===== src/rtl/serializer_nto1_lanes.sv =====
// N:1 multi-lane serializer: parallel words in, one bit per lane per clock out.
// A one-word holding register decouples the producer; IDLE_WORD fills gaps.

module serializer_nto1_lane #(
  parameter int WIDTH     = 10,
  parameter bit MSB_FIRST = 1'b0
) (
  input  logic             i_clk,
  input  logic             i_rst_n,
  input  logic             i_load,
  input  logic             i_shift,
  input  logic [WIDTH-1:0] i_word,
  output logic             o_bit
);
  logic [WIDTH-1:0] sr_q, sr_d;

  always_comb begin
    sr_d = sr_q;
    if (i_load)
      sr_d = i_word;
    else if (i_shift)
      sr_d = MSB_FIRST ? {sr_q[WIDTH-2:0], 1'b0} : {1'b0, sr_q[WIDTH-1:1]};
  end

  always_ff @(posedge i_clk or negedge i_rst_n) begin
    if (!i_rst_n) sr_q <= '0;
    else          sr_q <= sr_d;
  end

  assign o_bit = MSB_FIRST ? sr_q[WIDTH-1] : sr_q[0];
endmodule

module serializer_nto1_lanes #(
  parameter int               WIDTH     = 10,
  parameter int               LANES     = 3,
  parameter bit               MSB_FIRST = 1'b0,
  parameter logic [WIDTH-1:0] IDLE_WORD = WIDTH'(10'b1101010100)
) (
  input  logic               i_clk,
  input  logic               i_rst_n,
  input  logic [LANES*WIDTH-1:0] i_data,
  input  logic               i_valid,
  output logic               o_ready,
  input  logic               i_slip,
  output logic [LANES-1:0]   o_data,
  output logic               o_word_start,
  output logic               o_underrun
);
  localparam int CW = $clog2(WIDTH);
  localparam logic [CW-1:0] LAST = CW'(WIDTH - 1);

  logic [CW-1:0]                  cnt_q, cnt_d;
  logic                           full_q, full_d;
  logic [LANES-1:0][WIDTH-1:0]    hold_q, hold_d;
  logic [LANES-1:0][WIDTH-1:0]    din, load_word;
  logic                           load, shift, accept, bypass;
  logic                           word_start_q, underrun_q;

  assign din    = i_data;
  assign load   = (cnt_q == LAST) && !i_slip;
  assign shift  = !i_slip && !load;
  assign o_ready = !full_q || load;
  assign accept = i_valid && o_ready;
  // An empty holder at a load hands the incoming word straight to the lanes.
  assign bypass = load && !full_q && i_valid;

  always_comb begin
    load_word = {LANES{IDLE_WORD}};
    if (full_q)       load_word = hold_q;
    else if (i_valid) load_word = din;
  end

  always_comb begin
    cnt_d  = cnt_q;
    full_d = full_q;
    hold_d = hold_q;
    if (load)       cnt_d = '0;
    else if (shift) cnt_d = cnt_q + CW'(1);
    if (accept && !bypass) begin
      hold_d = din;
      full_d = 1'b1;
    end else if (load && full_q) begin
      full_d = 1'b0;
    end
  end

  always_ff @(posedge i_clk or negedge i_rst_n) begin
    if (!i_rst_n) begin
      cnt_q        <= '0;
      full_q       <= 1'b0;
      hold_q       <= '0;
      word_start_q <= 1'b0;
      underrun_q   <= 1'b0;
    end else begin
      cnt_q        <= cnt_d;
      full_q       <= full_d;
      hold_q       <= hold_d;
      word_start_q <= load;
      underrun_q   <= load && !full_q && !i_valid;
    end
  end

  assign o_word_start = word_start_q;
  assign o_underrun   = underrun_q;

  for (genvar k = 0; k < LANES; k++) begin : g_lane
    serializer_nto1_lane #(.WIDTH(WIDTH), .MSB_FIRST(MSB_FIRST)) u_lane (
      .i_clk   (i_clk),
      .i_rst_n (i_rst_n),
      .i_load  (load),
      .i_shift (shift),
      .i_word  (load_word[k]),
      .o_bit   (o_data[k])
    );
  end
endmodule


===== config.mk =====
export PLATFORM = sky130hd
export DESIGN_NAME = serializer_nto1_lanes
export DESIGN_NICKNAME = d
export VERILOG_FILES = /design/src/rtl/serializer_nto1_lanes.sv
export SDC_FILE = /design/constraint.sdc
export NUM_CORES = 1
export LEC_CHECK = 0
export ABC_AREA = 1
export BUFFER_PORTS_ARGS = -buffer_cell sky130_fd_sc_hd__buf_2
export CAP_MARGIN = 20
export CORE_ASPECT_RATIO = 0.9
export CORE_MARGIN = 4
export CORE_UTILIZATION = 40
export CTS_CLUSTER_DIAMETER = 120
export DETAILED_ROUTE_END_ITERATION = 8
export PLACE_DENSITY_LB_ADDON = 0.12
export SKIP_LAST_GASP = 1
export SYNTH_ARGS = -nofsm -noshare
export SYNTH_HDL_FRONTEND = slang
export SYNTH_SLANG_ARGS = --single-unit

===== constraint.sdc =====
create_clock -name i_clk -period 1.79 [get_ports i_clk]
set_clock_uncertainty 0.05 [all_clocks]
set_input_delay 0 -clock i_clk [delete_from_list [all_inputs] [get_ports i_clk]]
set_output_delay 0 -clock i_clk [all_outputs]
set_load 0.05 [all_outputs]

# ---- Yosys cells after proc, flatten, opt, wreduce, memory -nomap -nowiden
# Cells that the tools add are included.
# W data, S select, Z words.
dict set report totals {
  regBits 67
  latchBits 0
  ramBits 0
  rom_bits 0
  inputBits 34
  out_inout_bits 6
  word_cells 40
  memories 0
}
dict set report classes {
  n_addsub 1
  multipliers 0
  n_div 0
  order_cmp 0
  eq_ne 1
  n_shift 0
  mux 12
  bitwise_logic 0
  n_reduce_logical 16
}
# cell n
set ops {}
lappend ops {{$mux W10} 6}
lappend ops {{$mux W30} 2}
lappend ops {{$logic_and A1 B1 Y1} 8}
lappend ops {{$mux W4} 2}
lappend ops {{$logic_not A1 Y1} 5}
lappend ops {{$add A4 B1 Y4 const B} 1}
lappend ops {{$eq A4 B4 Y1 const B} 1}
lappend ops {{$reduce_bool A2 Y1} 2}
lappend ops {{$mux W1} 2}
lappend ops {{$logic_or A1 B1 Y1} 1}

# ---- Depth between registers and ports, before layout
# Gate-level depths: netlist (run 1).
dict set report logic_depth {
  word_depth 7
  ltp_mapped 11
  ltp_nobuf 10
}

# ---- Cells and area by module
# From an unflattened synthesis (run 1), not the netlist that was laid out.
dict set report unflattened {
  cells_unflattened 364
  area_unflattened_um2 3325.7
}
# module instances cells_each area_per_inst_um2 seq_area_each_um2
set modules_own_cells {}
lappend modules_own_cells {serializer_nto1_lanes 1 205 1993.2 925.9}
lappend modules_own_cells {serializer_nto1_lane 3 53 444.2 250.2}

# ---- Least setup slack after synthesis (run 1)
# No wires, ideal clock.
dict set report synth_timing {
  path_type {reg2reg}
  startpoint {reg cnt_q[1]}
  endpoint {reg hold_q[11] (netlist bit)}
  setup_time_ps 67
  arrival_time_ps 1404
  required_ps 1673
  path_slack_ps 269
  path_stages_with_launch 10
  path_buffers 1
  synth_period_minus_slack_ps 1521
  cell_sequence {dfrtp_1 inv_1 ha_1 nand2_1 inv_1 nand2_2 nand2_2 buf_2 nand4_1 nand2_1}
}
dict set report synth_between {
  elab_cells_between_ends 8
  classes_between {1 x eq/ne; 7 x reduce/logical}
}
# element line
set synth_lines {}
lappend synth_lines {{start: declaration} 52} ;# logic [CW-1:0] cnt_q, cnt_d;
lappend synth_lines {{start signal: assignment} 95} ;# cnt_q <= cnt_d;
lappend synth_lines {{$eq A4 B4 Y1} 60} ;# assign load = (cnt_q == LAST) && !i_slip;
lappend synth_lines {{$logic_and A1 B1 Y1} 60}
lappend synth_lines {{$logic_or A1 B1 Y1} 62} ;# assign o_ready = !full_q || load;
lappend synth_lines {{named net o_ready} 43} ;# output logic o_ready,
lappend synth_lines {{$logic_and A1 B1 Y1} 63} ;# assign accept = i_valid && o_ready;
lappend synth_lines {{$logic_and A1 B1 Y1} 79} ;# if (accept && !bypass) begin
lappend synth_lines {{end signal: assignment} 97} ;# hold_q <= hold_d;
lappend synth_lines {{end: declaration} 54} ;# logic [LANES-1:0][WIDTH-1:0] hold_q, hold_d;
# The timed path passes the listed nets, and every way through them passes these cells.
# A chain may end at the register's enable or synchronous reset.

# ---- Worst setup path after layout (run 1)
dict set report layout_timing {
  startpoint {reg cnt_q[1]}
  endpoint {out o_ready}
}
dict set report layout_between {
  elab_chain_cells 3
}
# element line
set layout_rtl {}
lappend layout_rtl {{$eq A4 B4 Y1} 60}
lappend layout_rtl {{$logic_and A1 B1 Y1} 60}
lappend layout_rtl {{$logic_or A1 B1 Y1} 62}
lappend layout_rtl {{end: declaration} 43}
# No other way between the ends.

==> metrics.md, run 1 <==
| Metric | Value |
|---|---|
| Hpwl dp | 5780 um |
| Clk_lat worst skew | 340 ps |
| Vias in the first global route | 3,086 |
| Slew Limit Fails | 0 |
| Row count | 32 |
| Crit path time final | 1690 ps |
| H-tree depth | 3 |
| Post-Syn Area | 0.00351 mm^2 |
| # port buffers | 39 |
| Initial Util | 40.9% |
| Setup TNS Final | 0 ps |
| Synth Net Count | 538 |
| # clock sinks | 67 |
| Placed cell count | 643 |
| Clock root cell | clkbuf_8 |
| Post-DRT Antenna Nets | 0 |
| Io pins | 40 |
| Crit path max fanout | 19 |
| Commonest cells after routing, fill and taps aside | nand2_1 (310), dfrtp_1 (67), buf_2 (38) |
| Die area | 0.0103 mm^2 |
| Placeable core region | 0.00857 mm^2 |
| Critical Path AT | 1640 ps |
| GPL Wtd Cong | 0.769 |
| #FFs+latches synth | 67 |
| Worst setup SP type | flip-flop |
| CTS Buf Count | 9 |
| WP data required | 1740 ps |
| # diodes | 0 |
| Library cells used by synthesis | 18 |
| Fin cells | 691 |
| Area leader, netlist | dfrtp_1 |
| Final hold slack | 71.9 ps |
| Ratio of cells with drive above 1 in the final layout | 13.6% |
| DIE WIDTH | 107 um |
| CTS tree | done |
| Die H | 96.8 um |
| Setup ws final | 102 ps |
| Synth area leaders | dfrtp_1 (48%), nand2_1 (33%), nand4_1 (5.5%) |
| Clock transition at path regs | 80 ps |
| Sequential element share of the synthesized area | 47.8% |
| Residual DRC count | 0 |
| Area Growth Syn to Fin | 25.3% |
| Vias per inst | 4.72 |
| Commonest non-fill, non-tap cell in the layout | nand2_1 |
| Max-Slew Margin vs Limit | 67.0% |
| Syn Area/Cell | 6.98 um^2 |
| RSZ-0062 raised after global routing | yes |
| Crit share post-route | 94.3% |
| GRT overflow | 0 |
| First-pass GRT wire length | 15,400 um |
| Drt wl/cell | 13.3 um |
| Cell area after layout | 0.00439 mm^2 |
| Detailed Route Iter0 Violations | 160 |
| Dpl ws | 157 ps |
| Top-area cell type share of the netlist area | 47.8% |
| Worst Tran Pin Value | 494 ps |
| Final Total Pwr | 6.11 mW |
| Util after Layout | 51.3% |
| Post-DP Area | 0.00383 mm^2 |
| Total number of vias | 3,262 |
| Pin count of the biggest net entering global routing | 61 |
| First-pass detailed-route iteration total | 4 |
| Achievable Freq | 592 MHz |
| Final setup violating endpoints | 0 |
| Worst vdd ir | 0.666 mV |
| Hold Vio Cnt, Final | 0 |
| Leak | 2.53 nW |
| Antenna violations before repair | 0 |
| Final net count | 603 |
| Pwr Density | 1390 mW/mm^2 |
| Total Routed Length | 9160 um |
| Status | finished, final reports clean |
| Synth Instances | 502 |
| Max_cap viols | 0 |
| CTS Buffer Depth | 2 |
| Total track usage | 18.3% |
| Setup CP Type | flip-flop to output pin |
| Critical Path End Type | output pin |
| Tightest Hold Check Type | input port to asynchronous set/reset pin |
| YS warnings | 0 |
[worst paths after layout]
| path | from | endpoint | slack [ps] | cells past startpoint |
|---|---|---|---|---|
| setup / recovery | cnt_q[1] | o_ready | 100 | 8 |
| hold / removal | i_rst_n | g_lane[1].u_lane.sr_q[4] | 70 | 2 |
| setup reg to reg | cnt_q[1] | g_lane[0].u_lane.sr_q[5] | 160 | 10 |
| hold reg to reg | hold_q[7] | hold_q[7] | 420 | 2 |
| max in group asynchronous | i_rst_n | hold_q[5] | 1070 | 3 |
| min in group i_clk | i_valid | o_underrun | 110 | 3 |
[registers in the layout (all words and copies together) (netlist names)]
register,count
o_underrun,1
hold_q,30
full_q,1
o_word_start,1
cnt_q,4
g_lane.u_lane.sr_q,30
[timing repair]
action | CTS | global route
endpoints found under the setup margin | 1 | 11
gates resized for setup | 2 | 2
hold buffers | 32 | 0
pin swaps | 0 | 0
setup buffers | 0 | 0
endpoints found under the hold margin | 108 | 0
cloned | 0 | 0
[synthesized netlist by cell type, drive strengths merged]
master and count:
nor2 3, o21ai 5, nand2 312, buf 31, o22ai 1, nand3 20, inv 21, dfrtp 67
clkbuf 5, nand4 31, ha 2, a21oi 4
[kinds of logic (layout without fill, tap and decap cells)]
| group | after synthesis | count (layout) | synth area share, % |
|---|---|---|---|
| buffers and inverters | 57 | 127 | 7.53 |
| adder cells (fa/ha/maj) | 2 | 2 | 0.714 |
| AO/OA/AOI/OAI | 10 | 10 | 1.46 |
| flip-flops | 67 | 67 | 47.8 |
| AND/OR/NAND/NOR | 366 | 366 | 42.5 |
[layout make-up]
cell class / count / area, um^2
clock inverter: 4 / 72.6
sequential: 67 / 1680
clock buffer: 12 / 155
timing repair buffer: 90 / 697
fill: 896 / 4170
tap: 119 / 149
inverter: 21 / 78.8
multi-input combinational: 378 / 1570
[worst max-delay path, stage by stage, from the launching register on]
cell	delay, ps
dfrtp_1	400
inv_1	80
ha_1	140
nand2_1	50
inv_1	70
nand2_2	80
nand2_2	110
buf_8	190
buf_6	180
[where the power goes]
part           internal [mW]  switching, mW  total (mW)
Combinational          0.811           1.41        2.22
Clock                  0.859          0.573        1.43
Sequential              2.13          0.331        2.46
[metal layers]
| metal | GRT usage [%] | up-vias | wire length (um) |
|---|---|---|---|
| met5 | 0 | - | 0 |
| met4 | 3.93 | 0 | 40 |
| met3 | 3.20 | 4 | 387 |
| met2 | 29.2 | 67 | 4300 |
| met1 | 26.2 | 1507 | 4430 |
| li1 | - | 1684 | - |
Note: power is estimated with default switching activity, not from simulation.
==> inputs of run 2 (changes only) <==
Settings changed: RECOVER_POWER from default to 50.
==> run 2 against run 1 <==
Effect of this change: non-clock buffer count is the same; count of clock-buffer cells in the layout is the same; register-to-register slack is essentially flat; final cell count is the same; sequential share of layout area grew 0.17 points; utilization shrank 0.23 points; clock power is essentially flat; via count is the same; worst setup slack gained 7.0 ps; total power shrank 0.28%; die area is the same.
==> metrics.md, run 2 (synthesis gave the netlist of run 1 again) <==
| Metric | Value |
|---|---|
| Status | finished, final reports clean |
| GRT overflow | 0 (unchanged) |
| Dpl ws | 157 ps (unchanged) |
| Area Growth Syn to Fin | 24.8% |
| Detailed Route Iter0 Violations | 180 (+13%) |
| Residual DRC count | 0 (unchanged) |
| Die area | 0.0103 mm^2 (unchanged) |
| Reg2reg path depth | 10 (unchanged) |
| Critical Path Max Stage Delay | 400 ps (about the same) |
| CTS Buffer Depth | 2 (unchanged) |
| # port buffers | 39 (unchanged) |
| GPL Wtd Cong | 0.769 (unchanged) |
| Ratio of cells with drive above 1 in the final layout | 13.3% (-0.35 points) |
| Hpwl dp | 5780 um (unchanged) |
| Final Total Pwr | 6.09 mW (-0.28%) |
| Clock root cell | clkbuf_8 |
| Crit share post-route | 93.9% (-0.39 points) |
| Vias per inst | 4.72 (unchanged) |
| Multi-input gate area | 0.00157 mm^2 (unchanged) |
| Setup ws final | 109 ps (+6.96 ps) |
| Achievable Freq | 595 MHz (+0.41%) |
| Final hold slack | 98.5 ps (+26.7 ps) |
| H-tree depth | 3 (unchanged) |
| # clock sinks | 67 (unchanged) |
| Top flop regs | g_lane.u_lane.sr_q: 30 flops, hold_q: 30 flops, cnt_q: 4 flops |
| Drt wl/cell | 13.2 um (-0.45%) |
| Clk_lat worst skew | 330 ps (about the same) |
| Die H | 96.8 um (unchanged) |
| Final net count | 603 (unchanged) |
| Pin count of the biggest net entering global routing | 61 (unchanged) |
| CTS tree | done |
| RSZ-0062 raised after global routing | yes |
| FILL cells | 899 (+0.33%) |
| Max_cap viols | 0 (unchanged) |
| WHS Path Cells | 3 |
| Crit path max fanout | 19 (unchanged) |
| Tightest Hold Check Type | input port to flip-flop |
| Worst Tran Pin Value | 913 ps (+419 ps) |
| Io pins | 40 (unchanged) |
| Hold Vio Cnt, Final | 0 (unchanged) |
| Critical path's slowest cell | dfrtp_1 |
| Antenna violations before repair | 0 (unchanged) |
| Critical Path End Type | output pin |
| First-pass GRT wire length | 15,400 um (unchanged) |
| Worst setup SP type | flip-flop |
| Post-DP Area | 0.00383 mm^2 (unchanged) |
| Clock transition at path regs | 80 ps (about the same) |
| First-pass detailed-route iteration total | 4 (unchanged) |
| Crit path time final | 1680 ps (-6.96 ps) |
| DIE WIDTH | 107 um (unchanged) |
| Fin cells | 691 (unchanged) |
| CTS Buf Count | 9 (unchanged) |
| WP data required | 1740 ps (about the same) |
| Total Routed Length | 9120 um (-0.45%) |
| Commonest non-fill, non-tap cell in the layout | nand2_1 |
| Pwr Density | 1390 mW/mm^2 (+0.18%) |
| Setup CP Type | flip-flop to output pin |
| Final setup violating endpoints | 0 (unchanged) |
| Placed cell count | 643 (unchanged) |
| Cell area after layout | 0.00437 mm^2 (-0.46%) |
| Worst vdd ir | 0.666 mV (about the same) |
| Slew Limit Fails | 0 (unchanged) |
| Vias in the first global route | 3,086 (unchanged) |
| Leak | 2.52 nW (-0.47%) |
| Util after Layout | 51.1% (-0.23 points) |
| Initial Util | 40.9% (unchanged) |
| Critical path, cell by cell | inv_1, ha_1, nand2_1, inv_1, nand2_2, nand2_2, buf_8, buf_6 |
| Post-DRT Antenna Nets | 0 (unchanged) |
| Total track usage | 18.3% (unchanged) |
| Setup TNS Final | 0 ps (unchanged) |
| Commonest cells after routing, fill and taps aside | nand2_1 (310), dfrtp_1 (67), buf_2 (37) |
| # diodes | 0 (unchanged) |
| Post-CTS Setup Repair Bufs | 0 (unchanged) |
| Row count | 32 (unchanged) |
| Critical Path AT | 1630 ps (about the same) |
| Seq. cell area | 0.00168 mm^2 (unchanged) |
| Total number of vias | 3,262 (unchanged) |
| Max-Slew Margin vs Limit | 39.1% (-28 points) |
| Placeable core region | 0.00857 mm^2 (unchanged) |
## run 2: per-layer routing
metal  track usage [%]  share of wire, %
met5                 0                 0
met4              3.93              0.53
met3              3.20               3.7
met2              29.2                48
met1              26.2                48
## run 2: cell type report
type / count / area share (%)
clock buffers: 12 / 3.55
inverters: 21 / 1.80
well taps: 119 / 3.40
clock inverters: 4 / 1.66
flip-flops and latches: 67 / 38.3
multi-input cells: 378 / 35.8
repair buffers: 90 / 15.5
## run 2: where the power goes
part | leakage (nW) | switching [mW] | total (mW) | internal [mW]
registers | 0.869 | 0.331 | 2.46 | 2.13
logic | 1.54 | 1.40 | 2.21 | 0.806
clock network | 0.113 | 0.564 | 1.42 | 0.859
total | 2.52 | 2.30 | 6.09 | 3.80
## run 2: final timing paths
| kind | from | end | slack [ps] |
|---|---|---|---|
| worst max-delay path | cnt_q[1] | o_ready | 110 |
| worst max register to register | cnt_q[1] | g_lane[0].u_lane.sr_q[8] | 170 |
| max in group asynchronous | i_rst_n | hold_q[6] | 380 |
| worst min-delay path | i_valid | o_underrun | 100 |
| worst min register to register | hold_q[25] | hold_q[25] | 420 |
| min in group asynchronous | i_rst_n | g_lane[1].u_lane.sr_q[4] | 260 |
## run 2: critical path: cells and delay by family, from the launching register on
family | cells | cell delay, ps
buffers and inverters | 4 | 520
and+or+nand+nor | 3 | 240
DFF | 1 | 400
adders and majority gates | 1 | 150
## run 2: what timing repair did
action | in CTS | in global routing
setup endpoints to repair | 1 | 11
endpoints found under the hold margin | 108 | 0
gates resized for setup | 2 | 2
hold buffers | 32 | 0
==> inputs of run 3 (changes only) <==
Settings changed: CTS_BUF_LIST from default to sky130_fd_sc_hd__clkbuf_4.
==> run 3 against run 2 <==
Effect of this change: register-to-register slack improved by 40 ps; global-route usage about the same; highest routed layer unchanged; worst setup slack worse by 23 ps; critical path depth fell by 1; first-iteration DRC count decreased by 10%; final cell count grew 0.87%; sequential cell count stayed put; utilization hardly changed; maximum frequency decreased by 1.4%.
==> metrics.md, run 3 (synthesis gave the netlist of run 1 again) <==
| Metric | Value |
|---|---|
| Crit share post-route | 95.2% (+1.3 points) |
| Util after Layout | 51.1% (about the same) |
| Area Growth Syn to Fin | 24.8% (about the same) |
| Clk_lat worst skew | 390 ps (+60 ps) |
| Hpwl dp | 5780 um (unchanged) |
| Die area | 0.0103 mm^2 (unchanged) |
| Die H | 96.8 um (unchanged) |
| Post-DRT Antenna Nets | 0 (unchanged) |
| Vias in the first global route | 3,107 (+0.68%) |
| # clock sinks | 67 (unchanged) |
| CTS Buf Count | 9 (unchanged) |
| Row count | 32 (unchanged) |
| Achievable Freq | 587 MHz (-1.4%) |
| Residual DRC count | 0 (unchanged) |
| Antenna violations before repair | 0 (unchanged) |
| Ratio of cells with drive above 1 in the final layout | 13.5% (+0.21 points) |
| Max_cap viols | 0 (unchanged) |
| First-pass detailed-route iteration total | 4 (unchanged) |
| GRT overflow | 0 (unchanged) |
| Crit path time final | 1700 ps (+23.1 ps) |
| Fin cells | 697 (+0.87%) |
| CTS Buffer Depth | 2 (unchanged) |
| Critical Path AT | 1650 ps (+20 ps) |
| Io pins | 40 (unchanged) |
| Commonest non-fill, non-tap cell in the layout | nand2_1 |
| CTS tree | done |
| Tightest Hold Check Type | input port to asynchronous set/reset pin |
| Total Routed Length | 9170 um (+0.52%) |
| GPL Wtd Cong | 0.769 (unchanged) |
| Hold Vio Cnt, Final | 0 (unchanged) |
| Worst Tran Pin Value | 983 ps (+70.0 ps) |
| Detailed Route Iter0 Violations | 162 (-10%) |
| Pin count of the biggest net entering global routing | 61 (unchanged) |
| Setup CP Type | flip-flop to output pin |
| # port buffers | 39 (unchanged) |
| Final net count | 609 (+1.0%) |
| Clock transition at path regs | 110 ps (+30 ps) |
| Drt wl/cell | 13.2 um (-0.35%) |
| Status | finished, final reports clean |
| Worst setup SP type | flip-flop |
| Worst vdd ir | 0.697 mV (+4.6%) |
| Critical Path End Type | output pin |
| Slew Limit Fails | 0 (unchanged) |
| Total number of vias | 3,306 (+1.3%) |
| WP data required | 1740 ps (about the same) |
| Commonest cells after routing, fill and taps aside | nand2_1 (310), dfrtp_1 (67), buf_2 (35) |
| Clock root cell | clkbuf_4 |
| Pwr Density | 1340 mW/mm^2 (-3.6%) |
| Crit path max fanout | 5 (-14) |
| Leak | 2.52 nW (about the same) |
| # diodes | 0 (unchanged) |
| Max-Slew Margin vs Limit | 34.5% (-4.7 points) |
| DIE WIDTH | 107 um (unchanged) |
| Vias per inst | 4.74 (+0.48%) |
| Total track usage | 18.3% (-0.031 points) |
| Final setup violating endpoints | 0 (unchanged) |
| First-pass GRT wire length | 15,400 um (-0.45%) |
| RSZ-0062 raised after global routing | yes |
| Top flop regs | g_lane.u_lane.sr_q: 30 flops, hold_q: 30 flops, cnt_q: 4 flops |
| Initial Util | 40.9% (unchanged) |
| H-tree depth | 3 (unchanged) |
| Placeable core region | 0.00857 mm^2 (unchanged) |
| Placed cell count | 643 (unchanged) |
run 3: final timing paths:
kind | startpoint | end | slack, ps | depth (start not counted)
max reg2reg | cnt_q[0] | g_lane[1].u_lane.sr_q[9] | 210 | 8
min in group i_clk | i_data[3] | hold_q[3] | 350 | 4
min | i_rst_n | g_lane[1].u_lane.sr_q[4] | 210 | 2
max in group asynchronous | i_rst_n | hold_q[11] | 400 | 3
min reg2reg | hold_q[7] | hold_q[7] | 430 | 2
max | cnt_q[0] | o_ready | 90 | 7
run 3: power by group:
part / switching (mW) / internal (mW) / leakage, nW / total, mW
Combinational: 1.43 / 0.894 / 1.57 / 2.32
Sequential: 0.329 / 2.12 / 0.869 / 2.45
Clock: 0.531 / 0.572 / 0.0815 / 1.10
run 3: metal layers:
layer  vias to the layer above  global-route usage [%]  routed length (um)
met5                         -                       0                   0
met1                      1526                    25.9                4410
li1                       1697                       -                   -
met4                         0                    4.03                  95
met2                        75                    28.8                4260
met3                         8                    3.94                 401
run 3: final cells by class:
class	instances	area, um^2
clock buffers	10	75.1
fillers	897	4190
repair buffers	96	743
multi-input cells	378	1570
well taps	119	149
clock inverters	6	80.1
inverters	21	81.3
flip-flops and latches	67	1680
run 3: stage by stage:
stage	total power, mW	setup WS [ps]	hold slack (ps)	setup TNS (ps)	cell area, um^2
floorplan	4.05	269	-346	0	3510
global placement	4.59	201	-80.8	0	3830
detailed placement	4.63	157	-87.6	0	3830
CTS	5.85	17.1	6.94	0	4340
global route	6.39	-29.3	284	-29.3	4380
finish	5.88	85.8	213	0	4380
run 3: timing repair:
| item | CTS | global route |
|---|---|---|
| buffers inserted | 0 | 5 |
| hold endpoints to repair | 116 | 0 |
| pin swaps | 0 | 0 |
| hold buffers | 33 | 0 |
| endpoints found under the setup margin | 1 | 11 |
| resized for setup | 5 | 4 |
run 3: worst max-delay path, cell delays in order, from the launching register on:
cell	delay, ps
dfrtp_1	440
ha_1	220
nand2_1	60
inv_1	50
nand2_2	120
nand2_4	90
buf_12	140
buf_8	140
